`config.mk`:
```
export PLATFORM = sky130hd
export DESIGN_NAME = ascon_sequencer
export DESIGN_NICKNAME = d
export VERILOG_FILES = /design/src/rtl/ascon_sequencer.sv
export SDC_FILE = /design/constraint.sdc
export NUM_CORES = 1
export LEC_CHECK = 0
export BUFFER_PORTS_ARGS = -buffer_cell sky130_fd_sc_hd__buf_2
export CAP_MARGIN = 5
export CORE_AREA = 3 3 205 207
export CTS_BUF_LIST = sky130_fd_sc_hd__clkbuf_2
export DETAILED_ROUTE_END_ITERATION = 10
export DIE_AREA = 0 0 208 210
export HOLD_SLACK_MARGIN = 0.15
export SYNTH_ARGS = -nofsm -noshare
export SYNTH_HDL_FRONTEND = slang
export SYNTH_SLANG_ARGS = --single-unit
export TNS_END_PERCENT = 30
```
`constraint.sdc`:
```
create_clock -name clock_i -period 2.01 [get_ports clock_i]
set_input_delay 0.402 -clock clock_i [delete_from_list [all_inputs] [get_ports clock_i]]
set_output_delay 0.402 -clock clock_i [all_outputs]
set_load 0.02 [all_outputs]
```
`src/rtl/ascon_sequencer.sv`:
```
// ascon_sequencer: drives the ascon core through one authenticated-encryption run from a host block stream.
// Optional watchdog with sticky error_o is enabled by defining ASCON_SEQ_TIMEOUT_EN.
module ascon_sequencer #(
   parameter int CNT_W = 5
`ifdef ASCON_SEQ_TIMEOUT_EN
   , parameter int TIMEOUT_CYCLES = 1024
`endif
) (
   input  logic               clock_i,
   input  logic               reset_i,
   input  logic               start_i,
   input  logic [CNT_W-1:0]   nb_ad_i,
   input  logic [CNT_W-1:0]   nb_pt_i,
   input  logic [63:0]        blk_data_i,
   input  logic               blk_valid_i,
   output logic               blk_ready_o,
   output logic               init_o,
   output logic               associate_data_o,
   output logic               finalisation_o,
   output logic [63:0]        data_o,
   output logic               data_valid_o,
   input  logic               end_initialisation_i,
   input  logic               end_associate_i,
   input  logic [63:0]        cipher_i,
   input  logic               cipher_valid_i,
   input  logic               end_tag_i,
   input  logic [127:0]       tag_i,
   output logic [63:0]        cipher_o,
   output logic               cipher_valid_o,
   output logic [127:0]       tag_o,
   output logic               busy_o,
`ifdef ASCON_SEQ_TIMEOUT_EN
   output logic               error_o,
`endif
   output logic               done_o
);

   typedef enum logic [3:0] {
      S_IDLE,
      S_WAIT_INIT,
      S_AD_REQ,
      S_AD_WAIT,
      S_PT_REQ,
      S_PT_WAIT,
      S_TAG_WAIT,
      S_DONE,
      S_ERROR
   } state_t;

   state_t             r_state;
   state_t             w_state_next;

   logic [CNT_W-1:0]   r_ad_cnt;
   logic [CNT_W-1:0]   r_pt_cnt;
   logic               r_blk_ready;
   logic               r_init;
   logic               r_assoc;
   logic               r_fin;
   logic [63:0]        r_data;
   logic               r_data_valid;
   logic [63:0]        r_cipher;
   logic               r_cipher_valid;
   logic [127:0]       r_tag;
   logic               r_busy;
   logic               r_done;

   logic               w_start;
   logic               w_accept;
   logic               w_ad_dec;
   logic               w_pt_dec;
   logic               w_cipher_cap;
   logic               w_tag_cap;
   logic               w_timeout;

`ifdef ASCON_SEQ_TIMEOUT_EN
   localparam int WD_W = $clog2(TIMEOUT_CYCLES + 1);

   logic [WD_W-1:0]    r_wdog;
   logic               r_error;
   logic               w_in_wait;

   assign w_in_wait = (r_state == S_WAIT_INIT) || (r_state == S_AD_WAIT) ||
                      (r_state == S_PT_WAIT)   || (r_state == S_TAG_WAIT);
   assign w_timeout = w_in_wait && (r_wdog == WD_W'(TIMEOUT_CYCLES - 1));

   // The watchdog only measures time spent in one wait state; any transition restarts it.
   always_ff @(posedge clock_i or negedge reset_i) begin
      if (!reset_i) begin
         r_wdog  <= '0;
         r_error <= 1'b0;
      end else begin
         if (w_state_next != r_state)
            r_wdog <= '0;
         else if (w_in_wait)
            r_wdog <= r_wdog + 1'b1;

         if (w_start)
            r_error <= 1'b0;
         else if (w_state_next == S_ERROR)
            r_error <= 1'b1;
      end
   end

   assign error_o = r_error;
`else
   assign w_timeout = 1'b0;
`endif

   always_ff @(posedge clock_i or negedge reset_i) begin
      if (!reset_i)
         r_state <= S_IDLE;
      else
         r_state <= w_state_next;
   end

   always_comb begin
      w_state_next = r_state;
      w_start      = 1'b0;
      w_accept     = 1'b0;
      w_ad_dec     = 1'b0;
      w_pt_dec     = 1'b0;
      w_cipher_cap = 1'b0;
      w_tag_cap    = 1'b0;
      case (r_state)
         S_IDLE, S_ERROR: begin
            if (start_i && (nb_pt_i != '0)) begin
               w_start      = 1'b1;
               w_state_next = S_WAIT_INIT;
            end
         end
         S_WAIT_INIT: begin
            if (end_initialisation_i)
               w_state_next = (r_ad_cnt != '0) ? S_AD_REQ : S_PT_REQ;
         end
         S_AD_REQ: begin
            if (blk_valid_i && r_blk_ready) begin
               w_accept     = 1'b1;
               w_state_next = S_AD_WAIT;
            end
         end
         S_AD_WAIT: begin
            if (end_associate_i) begin
               w_ad_dec     = 1'b1;
               w_state_next = (r_ad_cnt > CNT_W'(1)) ? S_AD_REQ : S_PT_REQ;
            end
         end
         S_PT_REQ: begin
            if (blk_valid_i && r_blk_ready) begin
               w_accept     = 1'b1;
               w_state_next = S_PT_WAIT;
            end
         end
         S_PT_WAIT: begin
            if (cipher_valid_i) begin
               w_cipher_cap = 1'b1;
               w_pt_dec     = 1'b1;
               if (r_pt_cnt > CNT_W'(1)) begin
                  w_state_next = S_PT_REQ;
               end else if (end_tag_i) begin
                  w_tag_cap    = 1'b1;
                  w_state_next = S_DONE;
               end else begin
                  w_state_next = S_TAG_WAIT;
               end
            end
         end
         S_TAG_WAIT: begin
            if (end_tag_i) begin
               w_tag_cap    = 1'b1;
               w_state_next = S_DONE;
            end
         end
         S_DONE: w_state_next = S_IDLE;
         default: w_state_next = S_IDLE;
      endcase
      // A timeout only wins when the awaited core response did not arrive this cycle.
      if (w_timeout && (w_state_next == r_state))
         w_state_next = S_ERROR;
   end

   // Every output is a register whose next value is derived from the upcoming state.
   always_ff @(posedge clock_i or negedge reset_i) begin
      if (!reset_i) begin
         r_ad_cnt       <= '0;
         r_pt_cnt       <= '0;
         r_blk_ready    <= 1'b0;
         r_init         <= 1'b0;
         r_assoc        <= 1'b0;
         r_fin          <= 1'b0;
         r_data         <= '0;
         r_data_valid   <= 1'b0;
         r_cipher       <= '0;
         r_cipher_valid <= 1'b0;
         r_tag          <= '0;
         r_busy         <= 1'b0;
         r_done         <= 1'b0;
      end else begin
         r_init         <= w_start;
         r_blk_ready    <= (w_state_next == S_AD_REQ) || (w_state_next == S_PT_REQ);
         r_busy         <= (w_state_next != S_IDLE) && (w_state_next != S_ERROR);
         r_done         <= (w_state_next == S_DONE);
         r_data_valid   <= w_accept;
         r_assoc        <= w_accept && (r_state == S_AD_REQ);
         r_fin          <= w_accept && (r_state == S_PT_REQ) && (r_pt_cnt == CNT_W'(1));
         r_cipher_valid <= w_cipher_cap;

         if (w_start) begin
            r_ad_cnt <= nb_ad_i;
            r_pt_cnt <= nb_pt_i;
            r_tag    <= '0;
         end else begin
            if (w_ad_dec)
               r_ad_cnt <= r_ad_cnt - 1'b1;
            if (w_pt_dec)
               r_pt_cnt <= r_pt_cnt - 1'b1;
            if (w_tag_cap)
               r_tag <= tag_i;
         end

         if (w_accept)
            r_data <= blk_data_i;
         if (w_cipher_cap)
            r_cipher <= cipher_i;
      end
   end

   assign blk_ready_o      = r_blk_ready;
   assign init_o           = r_init;
   assign associate_data_o = r_assoc;
   assign finalisation_o   = r_fin;
   assign data_o           = r_data;
   assign data_valid_o     = r_data_valid;
   assign cipher_o         = r_cipher;
   assign cipher_valid_o   = r_cipher_valid;
   assign tag_o            = r_tag;
   assign busy_o           = r_busy;
   assign done_o           = r_done;

endmodule

```
==> impl_metrics.tcl, run 1 <==
set metrics [dict create \
    synthCells 981 \
    num_rows 74 \
    flow.stopped_at "clock tree synthesis" \
    io_pins 538 \
    gp_congestion 0.812 \
    ys_async_sr_fraction_pct 100 \
    ctsResizeCount 164 \
    avgSynthCellArea_um2 11.6 \
    cts-root-buf "clkbuf_2" \
    cts_buffers 77 \
    clock-sinks 278 \
    die_h_um 210 \
    start_util_pct 28.1 \
    synth-seq-area-share_pct 61.1 \
    status "aborted with a tool error" \
    synth.distinct_cells 44 \
    error_line "[ERROR RSZ-0060] Max buffer count reached." \
    yosysTopAreaCell "dfrtp_1" \
    cts_setup_buffers 9 \
    ys_ff_latch 278 \
    synth-edff-count 0 \
    synth_area_leaders "dfrtp_1 (61%), mux2_2 (12%), o21ai_0 (5.9%)" \
    cts_hold_buffers 434 \
    clock_path_buffers 3 \
    yosysTopAreaCellShare_pct 61.1 \
    synth_area_um2 11400 \
    yosys_warnings 0 \
    synth_fp_nets 1260 \
    dominantRegCellSynth "dfrtp_1" \
    io_buffer_count 537 \
    ctsHtreeMaxLevel 3 \
    place_area_um2 15200 \
    die_w_um 208 \
    dp_hpwl_um 27800 \
]
-- synth_stat cells, types with 2 or more instances --
cell type,instances
and3_1,2
nor4b_1,2
mux2_2,120
xor2_1,5
buf_2,31
nand4b_1,2
inv_1,7
nand3_1,133
xnor2_1,3
nor4_1,2
clkbuf_1,56
and2_1,3
dfrtp_1,278
o21ai_0,135
a21oi_1,129
nand4_1,2
nand2_1,18
buf_4,3
ha_1,5
nor3_1,4
nor2_1,4
mux2_1,9
a2bb2oi_1,2
o21ai_1,6
-- metrics by stage --
stage	hold WS, ns	TNS (ns)	utilization, %	cells	worst slack, ns
detailed placement	0.390	-0.0578	37.4	2021	-0.0384
floorplan	0.106	0	-	981	0.136
global placement	0.381	-0.0338	37.4	2021	-0.0271
-- logic make-up after synthesis --
group                    Yosys count  share of synthesized area (%)
AO/OA/AOI/OAI                    279                           12.8
buffers and inverters             99                           3.77
XOR/XNOR                           8                          0.615
multiplexers                     129                           12.7
flip-flops                       278                           61.1
adder cells (fa/ha/maj)            5                          0.549
AND/OR/NAND/NOR                  183                           8.50
==> run 2: changes to the inputs <==
--- a/config.mk
+++ b/config.mk
@@ -7,11 +7,10 @@
 export LEC_CHECK = 0
 export BUFFER_PORTS_ARGS = -buffer_cell sky130_fd_sc_hd__buf_2
 export CAP_MARGIN = 5
-export CORE_AREA = 3 3 205 207
-export CTS_BUF_LIST = sky130_fd_sc_hd__clkbuf_2
+export CORE_MARGIN = 3
+export CORE_UTILIZATION = 20
 export DETAILED_ROUTE_END_ITERATION = 10
-export DIE_AREA = 0 0 208 210
-export HOLD_SLACK_MARGIN = 0.15
+export PLACE_DENSITY_LB_ADDON = 0.15
 export SYNTH_ARGS = -nofsm -noshare
 export SYNTH_HDL_FRONTEND = slang
 export SYNTH_SLANG_ARGS = --single-unit
==> impl_metrics.tcl, run 2 <==
set metrics [dict create \
    status "completed" \
    drive_gt1_share_pct 50.3 \
    yosysTopAreaCell "dfrtp_1" \
    yosysTopAreaCellShare_pct 61.1 \
    met3_length_um 3030 \
    dominantRegCellSynth "dfrtp_1" \
    synth_fp_nets 1260 \
    num_rows 86 \
    cts-root-buf "clkbuf_16" \
    cts_tree "yes" \
    dp_hpwl_um 31100 \
    rsz0062_at_grt "true" \
    grt_pass1_wl_um 64800 \
    cp_slowest_stage_delay_ns 0.43 \
    drc_errors 0 \
    critical_path_required_ns 2.42 \
    drt-pass1-iter-count 5 \
    cts_buffers 36 \
    hp-class "primary input to flop" \
    synth-edff-count 0 \
    clk_pin_slew_ns 0.06 \
    synth_area_leaders "dfrtp_1 (61%), mux2_2 (12%), o21ai_0 (5.9%)" \
    ant_nets 0 \
    drv_slew 0 \
    cp_cell_sequence "or3_4 -> o31a_4 -> buf_12 -> o21ai_0 -> a21oi_1" \
    finalHoldViolations 0 \
    start_kind "flop" \
    drt-met1-wl_um 17300 \
    crit_type "flop to flop" \
    drt_wl_total_um 43100 \
    worst_pin_slew_ns 0.414 \
    p_leak_nw 8.22 \
    grt_max_degree 77 \
    start_util_pct 20.4 \
    io_pins 538 \
    synthToLayoutAreaGrowth_pct 46.0 \
    synth_area_um2 11400 \
    final_cell_mix "buf_2 (536), dfrtp_1 (277), nand3_1 (133)" \
    avgSynthCellArea_um2 11.6 \
    largest_reg_flops 128 \
    layout_commonest_cell "buf_2" \
    highest_layer "met5" \
    critPathMaxFanout 76 \
    drt_iter0_markers 453 \
    grt_overflow 0 \
    synth-seq-area-share_pct 61.1 \
    setup_viol 0 \
    first_global_vias 10400 \
    yosysMostFrequentCell "dfrtp_1" \
    ctsHtreeMaxLevel 2 \
    die_w_um 245 \
    dieArea_um2 59900 \
    crit_arrival_ns 2.29 \
    wl_per_cell_um 18.7 \
    period_share_pct 93.8 \
    cap_viol_max_count 0 \
    vias_per_cell 4.29 \
    peakVddDrop_mv 0.622 \
    synth.distinct_cells 44 \
    cp_slowest_cell "or3_4" \
    period_needed_ns 1.88 \
    ys_async_sr_fraction_pct 100 \
    io_buffer_count 537 \
    finalNonFillerCells 2304 \
    wl_met2_um 21600 \
    whs_ns 0.0571 \
    yosys-top-cells-count "dfrtp_1 (278), o21ai_0 (135), nand3_1 (133), a21oi_1 (129), mux2_2 (120)" \
    clk_latency_ns 0.54 \
    clock_path_buffers 3 \
    timing.fmax_ghz 0.531 \
    vias 9873 \
    power_density_nw_per_um2 1570 \
    ys_ff_latch 278 \
    grt.total_usage_pct 13.9 \
    die_h_um 245 \
    clock-sinks 278 \
    worst_setup_path_end_kind "flop" \
    synthCells 981 \
    final_nets 1801 \
    yosys_warnings 0 \
    skew_ns 0.0192 \
    numPlacedInstances 2231 \
    core_um2 55700 \
    gp_congestion 0.759 \
    grt_antenna_before_repair 10 \
    relSlewSlack_pct 72.4 \
]
## run 2: worst max-delay path: cells and delay by family, from the launching register on
family / cells / cell delay (ns)
AO/OA/AOI/OAI: 3 / 0.70
AND/OR/NAND/NOR: 1 / 0.43
flip-flops: 1 / 0.39
buffers and inverters: 1 / 0.19
## run 2: stage by stage
step	worst slack, ns	util, %	cell area, µm²	setup TNS (ns)	total power [mW]
finish	0.126	29.8	16600	0	26.2
global placement	-0.0880	27.6	15400	-0.577	19.9
detailed placement	-0.0861	27.6	15400	-1.03	19.9
global route	-0.00489	29.8	16600	-0.00654	27.9
floorplan	0.136	-	11400	0	15.1
CTS	0.0379	29.8	16600	0	26.7
## run 2: power breakdown
part | internal [mW] | total [mW] | switching [mW]
Clock | 3.95 | 6.49 | 2.54
Sequential | 7.67 | 8.71 | 1.03
Combinational | 4.11 | 11.0 | 6.88
## run 2: area by class of cell
cell class | instances | area, µm²
antenna | 7 | 17.5
clock buffer | 55 | 1030
clock inverter | 10 | 155
fill | 5942 | 39100
inverter | 7 | 26.3
multi-input combinational | 604 | 4050
sequential | 278 | 6960
tap | 748 | 936
timing repair buffer | 595 | 3460
## run 2: final timing paths
check / cells past startpoint / start / slack (ns) / to
max: 5 / r_pt_cnt[4]$_DFFE_PN0P_ / 0.13 / tag_o[17]$_DFFE_PN0P_
min: 3 / nb_ad_i[3] / 0.06 / r_ad_cnt[3]$_DFFE_PN0P_
max reg2reg: 5 / r_pt_cnt[4]$_DFFE_PN0P_ / 0.13 / tag_o[17]$_DFFE_PN0P_
min reg2reg: 1 / data_o[55]$_DFFE_PN0P_ / 0.48 / data_o[55]$_DFFE_PN0P_
max in group asynchronous: 3 / reset_i / 0.94 / cipher_o[21]$_DFFE_PN0P_
min in group asynchronous: 2 / reset_i / 0.36 / tag_o[79]$_DFFE_PN0P_
## run 2: layer usage
layer | vias up | track usage (%)
met5 | - | 0
met4 | 4 | 4.90
met3 | 67 | 3.86
met2 | 345 | 23.9
met1 | 4863 | 16.8
li1 | 4594 | -
## run 2: cell families (layout without fill, tap and decap cells)
group	after synthesis	in the layout	share of synthesized area, %
AOI/OAI and AO/OA	279	279	12.8
xor gates and xnor gates	8	8	0.615
adders and majority gates	5	5	0.549
buffers and inverters	99	667	3.77
DFF	278	278	61.1
muxes	129	129	12.7
other	0	7	0
and+or+nand+nor	183	183	8.50
## run 2: what timing repair did
item,CTS,global route
hold buffers,1,0
setup endpoints to repair,0,60
endpoints found under the hold margin,27,0
gates resized for setup,0,8
setup buffers,0,0
Note: power is estimated with default switching activity, not from simulation.
==> run 3: changes to the inputs <==
==> constraint.sdc (replaced) <==
create_clock -name clock_i -period 2 [get_ports clock_i]
set_input_delay 0.4 -clock clock_i [delete_from_list [all_inputs] [get_ports clock_i]]
set_output_delay 0.4 -clock clock_i [all_outputs]
set_load 0.02 [all_outputs]
==> impl_metrics.tcl, run 3 (synthesized netlist as in run 2, its figures left out) <==
set metrics [dict create \
    reg2reg_to "blk_ready_o$_DFF_PN0_" \
    cts-root-buf "clkbuf_16" \
    ant_nets 0 \
    p_seq_share_pct 32.9 \
    final_util_pct 29.9 \
    p_leak_nw 8.26 \
    vias 10000 \
    status "completed" \
    gp_congestion 0.752 \
    reg2reg_slack_ns 0.1 \
    layout_commonest_cell "buf_2" \
    worst_setup_path_end_kind "flop" \
    num_rows 86 \
    setup_viol 0 \
    internal_power_mw 16.0 \
    grt_max_degree 72 \
    clk_latency_ns 0.54 \
    io_buffer_count 537 \
    rsz0062_at_grt "true" \
    holdPathEnd "r_ad_cnt[3]$_DFFE_PN0P_" \
    final_cell_mix "buf_2 (536), dfrtp_1 (277), nand3_1 (133)" \
    peakVddDrop_mv 0.602 \
    wl_per_cell_um 19.1 \
    clk_pin_slew_ns 0.06 \
    grt_antenna_before_repair 10 \
    clock-sinks 278 \
    drv_slew 0 \
    relSlewSlack_pct 68.1 \
    fin_ws_ns 0.0973 \
    crit_type "flop to flop" \
    timing.fmax_ghz 0.526 \
    drive_gt1_share_pct 50.7 \
    dp_hpwl_um 31000 \
    pwr-share-clk_pct 24.5 \
    reg2reg_from "r_pt_cnt[0]$_DFFE_PN0P_" \
    sw_frac_of_total_pct 39.7 \
    r2r_cells 8 \
    met3_length_um 3280 \
    synthToLayoutAreaGrowth_pct 46.4 \
    highest_layer "met5" \
    cts_buffers 36 \
    die_w_um 245 \
    wl_met2_um 22100 \
    io_pins 538 \
    pre_cts_slack_ns -0.103 \
    drt-pass1-iter-count 4 \
    total_power_mw 26.6 \
    critical_path_required_ns 2.46 \
    first_global_vias 10500 \
    die_h_um 245 \
    largest_reg_flops 128 \
    hp-class "primary input to flop" \
    crit_arrival_ns 2.37 \
    min-delay-start "nb_ad_i[3]" \
    grt.total_usage_pct 14.0 \
    worst_pin_slew_ns 0.478 \
    finalHoldViolations 0 \
    core_um2 55700 \
    dieArea_um2 59900 \
    drt-met1-wl_um 17200 \
    whs_path_depth 3 \
    place_area_um2 15300 \
    start_kind "flop" \
    period_share_pct 95.1 \
    grt_pass1_wl_um 65000 \
    ctsHtreeMaxLevel 2 \
    drt_iter0_markers 410 \
    switchingPower_mw 10.5 \
    vias_per_cell 4.35 \
    pwr-share-comb_pct 42.6 \
    drt_wl_total_um 43900 \
    power_density_nw_per_um2 1590 \
    cap_viol_max_count 0 \
    start_util_pct 20.4 \
    clock_path_buffers 3 \
    period_needed_ns 1.90 \
    final_nets 1805 \
    drc_errors 0 \
    cts_tree "yes" \
    grt_overflow 0 \
    skew_ns 0.0215 \
    post-route-cell-area_um2 16700 \
    critPathMaxFanout 11 \
]
## run 3: cell count changes in the layout (fill, tap and decap cells not counted), sizes merged
cell    delta
clkbuf     +3
diode      -3
clkinv     -1
bufinv     -1
buf        +1
## run 3: what timing repair did
action                                 in CTS  in global routing
resized for setup                           2                 12
endpoints found under the hold margin      32                  0
hold buffers                                1                  0
gates cloned                                0                  3
setup endpoints to repair                   3                 85
buffers inserted                            2                  2
pin swaps                                   0                  1
## run 3: how the worst max path moves through the flow
stage	cells past startpoint	slack (ns)	start	end
after floorplan	5	0.13	nb_pt_i[1]	blk_ready_o$_DFF_PN0_
after global placement	5	-0.08	nb_pt_i[1]	blk_ready_o$_DFF_PN0_
after detailed placement	6	-0.10	nb_pt_i[1]	tag_o[110]$_DFFE_PN0P_
after CTS	6	0.002	r_pt_cnt[4]$_DFFE_PN0P_	tag_o[50]$_DFFE_PN0P_
after global routing	9	-0.01	r_pt_cnt[1]$_DFFE_PN0P_	tag_o[15]$_DFFE_PN0P_
final	8	0.1	r_pt_cnt[0]$_DFFE_PN0P_	blk_ready_o$_DFF_PN0_
## run 3: layout make-up
cell class | instances | area [µm²]
Tap cell | 748 | 936
Fill cell | 5986 | 39100
Clock inverter | 8 | 97.6
Inverter | 7 | 26.3
Multi-Input combinational cell | 604 | 4050
Clock buffer | 55 | 1080
Sequential cell | 278 | 6960
Timing Repair Buffer | 599 | 3520
Antenna cell | 4 | 10.0
## run 3: power groups by stage
| stage | Sequential (mW) | Clock, mW | Combinational, mW |
|---|---|---|---|
| finish | 8.75 | 6.50 | 11.3 |
| detailed placement | 8.84 | 0 | 11.1 |
| CTS | 8.78 | 6.80 | 11.2 |
| global placement | 8.81 | 0 | 11.1 |
| floorplan | 11.2 | 0 | 4.00 |
| global route | 9.06 | 6.99 | 12.2 |
## run 3: critical path, stage by stage (launching register included)
cell and delay [ns]:
dfrtp_1 0.43, ha_1 0.22, o21ba_2 0.29, o31ai_4 0.10, buf_6 0.15, buf_4 0.12, buf_4 0.17, and2_1 0.18
nor3b_2 0.16
## run 3: layer usage
metal,up-vias,track usage (%)
met5,-,0
met2,350,24.4
met3,75,4.10
met1,4974,16.3
li1,4605,-
met4,10,4.85
## run 3: metrics by stage
step / setup TNS [ns] / std cells / hold WS, ns
final: 0 / 2303 / 0.0764
after detailed placement: -4.22 / 2228 / 0.353
after global placement: -2.22 / 2228 / 0.354
after global routing: -0.0400 / 2303 / 0.0492
after floorplan: 0 / 981 / 0.104
after CTS: 0 / 2294 / 0.0226
